## src/rtl/i2s_tx_if.sv

```systemverilog
// I2S master transmitter: divides the system clock into SCK/WS, buffers tagged
// stereo words from AXI4-Stream in a small FIFO and serialises them Philips-style.
module i2s_tx_if #(
  parameter int unsigned clkdiv_val = 20,
  parameter int unsigned fifo_depth = 4
) (
  input  logic        s_axis_aclk,
  input  logic        s_axis_aresetn,
  input  logic [31:0] s_axis_tdata,
  input  logic        s_axis_tuser,
  input  logic        s_axis_tvalid,
  output logic        s_axis_tready,
  output logic        SCK,
  output logic        WS,
  output logic        SD,
  output logic        underrun,
  output logic        misalign
);

  localparam int unsigned CW = $clog2(clkdiv_val + 1);
  localparam int unsigned AW = $clog2(fifo_depth);
  localparam logic [CW-1:0] DIV_MAX  = CW'(clkdiv_val);
  localparam logic [CW-1:0] DIV_HALF = CW'(clkdiv_val / 2);
  localparam logic [AW:0]   FULL     = (AW+1)'(fifo_depth);

  typedef struct packed {
    logic        tag;
    logic [31:0] data;
  } beat_t;

  logic [CW-1:0] div_q, div_d;
  logic [4:0]    bit_q, bit_d;
  logic          sck_q, sck_d;
  logic          ws_q, ws_d;
  logic          sd_q, sd_d;
  logic [31:0]   shift_q, shift_d;
  logic          ur_q, ur_d;
  logic          ma_q, ma_d;
  logic          rdy_q, rdy_d;
  logic          armed_q, armed_d;
  logic [AW-1:0] wr_q, wr_d, rd_q, rd_d;
  logic [AW:0]   cnt_q, cnt_d;
  beat_t         mem_q [fifo_depth];

  logic          tick, load, empty, push, pop;
  beat_t         head;
  logic [31:0]   word;

  always_comb begin
    tick    = (div_q == DIV_MAX);
    div_d   = tick ? '0 : div_q + 1'b1;
    sck_d   = sck_q;
    if (tick)                  sck_d = 1'b0;
    else if (div_q == DIV_HALF) sck_d = 1'b1;
    bit_d   = tick ? bit_q + 5'd1 : bit_q;
    ws_d    = (tick && bit_q == 5'd31) ? ~ws_q : ws_q;
    // The very first bit_cnt==0 tick precedes any WS edge, so no slot exists yet.
    armed_d = armed_q | (tick && bit_q == 5'd31);
    load    = tick && (bit_q == 5'd0) && armed_q;

    head    = mem_q[rd_q];
    empty   = (cnt_q == '0);
    pop     = load && !empty && (head.tag == ws_q);
    ur_d    = load && empty;
    ma_d    = load && !empty && (head.tag != ws_q);
    word    = pop ? head.data : '0;

    sd_d    = sd_q;
    shift_d = shift_q;
    if (load) begin
      sd_d    = word[31];
      shift_d = {word[30:0], 1'b0};
    end else if (tick) begin
      sd_d    = shift_q[31];
      shift_d = {shift_q[30:0], 1'b0};
    end

    // Load decision uses cnt_q, so a beat pushed on the load cycle waits.
    push  = s_axis_tvalid && rdy_q;
    wr_d  = push ? wr_q + 1'b1 : wr_q;
    rd_d  = pop  ? rd_q + 1'b1 : rd_q;
    cnt_d = cnt_q;
    case ({push, pop})
      2'b10:   cnt_d = cnt_q + 1'b1;
      2'b01:   cnt_d = cnt_q - 1'b1;
      default: cnt_d = cnt_q;
    endcase
    rdy_d = (cnt_d != FULL);
  end

  always_ff @(posedge s_axis_aclk or negedge s_axis_aresetn) begin
    if (!s_axis_aresetn) begin
      div_q   <= '0;
      bit_q   <= '0;
      sck_q   <= 1'b0;
      ws_q    <= 1'b0;
      sd_q    <= 1'b0;
      shift_q <= '0;
      ur_q    <= 1'b0;
      ma_q    <= 1'b0;
      rdy_q   <= 1'b0;
      armed_q <= 1'b0;
      wr_q    <= '0;
      rd_q    <= '0;
      cnt_q   <= '0;
    end else begin
      div_q   <= div_d;
      bit_q   <= bit_d;
      sck_q   <= sck_d;
      ws_q    <= ws_d;
      sd_q    <= sd_d;
      shift_q <= shift_d;
      ur_q    <= ur_d;
      ma_q    <= ma_d;
      rdy_q   <= rdy_d;
      armed_q <= armed_d;
      wr_q    <= wr_d;
      rd_q    <= rd_d;
      cnt_q   <= cnt_d;
    end
  end

  always_ff @(posedge s_axis_aclk) begin
    if (push) mem_q[wr_q] <= '{tag: s_axis_tuser, data: s_axis_tdata};
  end

  assign s_axis_tready = rdy_q;
  assign SCK           = sck_q;
  assign WS            = ws_q;
  assign SD            = sd_q;
  assign underrun      = ur_q;
  assign misalign      = ma_q;

endmodule

```

## config.mk

```make
export PLATFORM = sky130hd
export DESIGN_NAME = i2s_tx_if
export DESIGN_NICKNAME = d
export VERILOG_FILES = /design/src/rtl/i2s_tx_if.sv
export SDC_FILE = /design/constraint.sdc
export NUM_CORES = 1
export LEC_CHECK = 0
export ABC_AREA = 1
export BUFFER_PORTS_ARGS = -buffer_cell sky130_fd_sc_hd__buf_2
export CORE_MARGIN = 5
export CORE_UTILIZATION = 55
export DETAILED_ROUTE_END_ITERATION = 8
export GPL_TIMING_DRIVEN = 0
export PLACE_DENSITY = 0.8
export REMOVE_ABC_BUFFERS = 1
export SLEW_MARGIN = 15
export SYNTH_ARGS = -nofsm -noshare
export SYNTH_HDL_FRONTEND = slang
export SYNTH_SLANG_ARGS = --single-unit
```

## constraint.sdc

```tcl
create_clock -name s_axis_aclk -period 2.5 [get_ports s_axis_aclk]
set_input_delay 0.125 -clock s_axis_aclk [delete_from_list [all_inputs] [get_ports s_axis_aclk]]
set_output_delay 0.125 -clock s_axis_aclk [all_outputs]
set_load 0.1 [all_outputs]
```

==> metrics.txt <==
actual slew at the worst max-slew pin 0.734 ns; multiplexer area fraction after synthesis 0; number of port buffers 41; Final period util 1.03; vias in the first global route 5,598; worst skew pair latency 0.43 ns; clock tree buffer depth 2; H-tree depth 4; status finished with violations; critical path cell sequence inv_2 > ha_4 > nand4_1 > buf_12 > clkinv_16 > nand2_8 > nor2_4 > nand2_2 > inv_2 > ha_4 > inv_4 > fa_2 > a21oi_2 > o21ai_1 > xnor2_1 > nand2_1; Finished Cell Area approximately 9700 um2; final net count about 790; final setup skew 0.00694 ns; fin. max-slew vios 0; die height 130 um; Startpoint Class flop; CTS tree built; DRT Wirelength 18,900 um; layout cell share with drive strength beyond 1 0.258; syn_area_per_cell 12.2 um2; fin worst setup slack -0.0656 ns; post-route ant nets 0; Sequential Area 5350 um2; Leakage 3.62 nW; Worst path slowest cell dfrtp_1; Final Hold Fails 0; CTS root buf clkbuf_16; Avg Vias per Cell ~5.8; post-layout util 0.691; most common cell after layout, fill and taps aside nor2_1; largest cells by area after synthesis edfxtp_1 50%, dfrtp_1 17%, o21ai_0 7.4%, nor2_1 6.6%, nand3_2 3.7%; Max Cap Viol 0; area leader, netlist edfxtp_1; core region area 14,000 um2; Layout area overhead 21.8%; most frequent cells in the layout 134 x nor2_1, 132 x edfxtp_1, 117 x o21ai_0; Slew headroom 0.511; Mapped Area 7930 um2; Yosys reg bits 187; grt total ovfl 0; Worst setup EP type flop; met2 WL between 9000 and 10,000 um; simple-gate share of the synthesized area 0.132; CTS Sinks 187; global-route usage over all layers 0.234; number of fillers in the final layout 946; starting density of the core 0.567; total die area 16,900 um2; RSZ-0062 raised after global routing yes; largest net degree at the start of global routing 56; setup TNS -0.116 ns; Adder-Cell Fraction of Synth Area 0.0199; DR DRC count 0; failing checks negative setup slack; EDFF count, synth 132; Metal-1 WL 7530 um; first-pass GRT wire length 29,500 um; DR top layer met4; synth warn 0; CP required 2.80 ns; WHS 0.314 ns; number of core rows 43; area of the multi-input gates 2380 um2; f_max 390 MHz; via count 5,425; total power per unit cell area 791 nW/um2; top-area cell type share of the netlist area 0.500; DP HPWL 9080 um; Primary FF master, synth edfxtp_1; Pre-Repair DR Iteration Count 4; critical path's largest stage delay 0.41 ns; Final Critical Period 2.57 ns; peak supply drop 0.666 mV; WL/cell 20.2 um; initial antenna violation count 1; Setup CP Type reg2reg; die width between 100 and 150 um; Compound-Gate Fraction of Synth Area 0.120; Clk pin slew, worst setup/hold paths roughly 0.07 ns; Arr. time, crit path roughly 2.9 ns; Inserted Clock Buffers 17; largest family of logic cells by synthesized area simple AND/OR/NAND/NOR gates; post-synthesis cell type count 32; setup violators final 2; post-synthesis xor/xnor area fraction 0.0121; placed inst area 8330 um2; Mapped Cells between 600 and 700; CP Max Fanout 2; post-synthesis sequential area ratio 0.673; Hold Path Class in2async; DRT iter0 DRCs 448; total length of routed met3 wires 1310 um; Placer Congestion between 0.7 and 0.8; Post-synth ARST share 0.294; Ports 42; pre-CTS WS -2.18 ns
timing repair:
item                                    in CTS  in global routing
hold buffers                                34                  0
pin swaps                                    9                  8
gates resized for setup                     25                  6
cloned                                       6                  0
buffers inserted                            19                  6
hold endpoints to repair                   187                  0
endpoints found under the setup margin      39                 19
per-stage QoR:
step	total power, W	cells
2_1_floorplan	0.00443	610
3_3_place_gp	0.00467	831
3_5_place_dp	0.00488	839
4_1_cts	0.00764	930
5_1_grt	0.00792	937
6_report	0.00764	937
layer usage:
layer,vias to the layer above,GRT usage
li1,2464,-
met1,2695,0.297
met2,233,0.401
met3,33,0.0528
met4,0,0.0758
met5,-,0
worst max-delay path, delay by kind of cell (launching register included):
family | cells | cell delay (ns)
buffers and inverters | 5 | 0.45
and+or+nand+nor | 5 | 0.47
DFF | 1 | 0.41
xor gates and xnor gates | 1 | 0.19
adders and majority gates | 3 | 0.63
AOI/OAI and AO/OA | 2 | 0.28
final timing paths:
| path | from | to | slack [ns] | cells after the start |
|---|---|---|---|---|
| worst max-delay path | div_q[1] | s_axis_tready | -0.07 | 16 |
| worst min-delay path | s_axis_aresetn | bit_q[3] | 0.31 | 2 |
| worst max register to register | div_q[1] | s_axis_tready | -0.07 | 16 |
| worst min register to register | SCK | SCK | 0.51 | 1 |
| max in group asynchronous | s_axis_aresetn | rd_q[0] | 1.64 | 2 |
| min in group s_axis_aclk | s_axis_tvalid | wr_q[0] | 0.41 | 3 |
kinds of logic after synthesis:
group	Yosys count
adder cells (fa/ha/maj)	12
buffers and inverters	63
XOR/XNOR	11
AND/OR/NAND/NOR	207
flip-flops	187
AO/OA/AOI/OAI	168
flip-flops by register name, summed over array words and instances, names as in the netlist:
register	count
WS	1
div_q	5
cnt_q	3
shift_q	31
bit_q	5
SCK	1
mem_q	132
s_axis_tready	1
wr_q	2
rd_q	2
armed_q	1
underrun	1
SD	1
misalign	1
where the power goes:
group          internal, W  switching [W]  total [W]  leakage, nW
Sequential         0.00381       0.000122    0.00393         1.94
Clock              0.00162        0.00110    0.00272        0.285
Combinational     0.000319       0.000673   0.000992         1.39
cells in the mapped netlist, types with 4 or more instances:
cell and number:
a21oi_2 28, inv_1 22, o21ai_0 118, buf_2 13, nand2_1 15, xor2_1 8
dfrtp_1 55, nor3_1 4, edfxtp_1 132, nand4_1 4, o21ai_1 14, nand3_1 8
clkbuf_1 14, nand3_2 29, buf_4 5, nor2_1 139, ha_1 11, a21oi_1 6
layout make-up:
type	instances	share of cell area
flip-flops and latches	187	0.553
multi-input cells	401	0.246
repair buffers	108	0.0953
clock buffers	21	0.0477
well taps	180	0.0233
clock inverters	11	0.0149
inverters	25	0.0144
repair inverters	3	0.00427
diodes	1	0.000259
(Power assumes the default switching activity.)
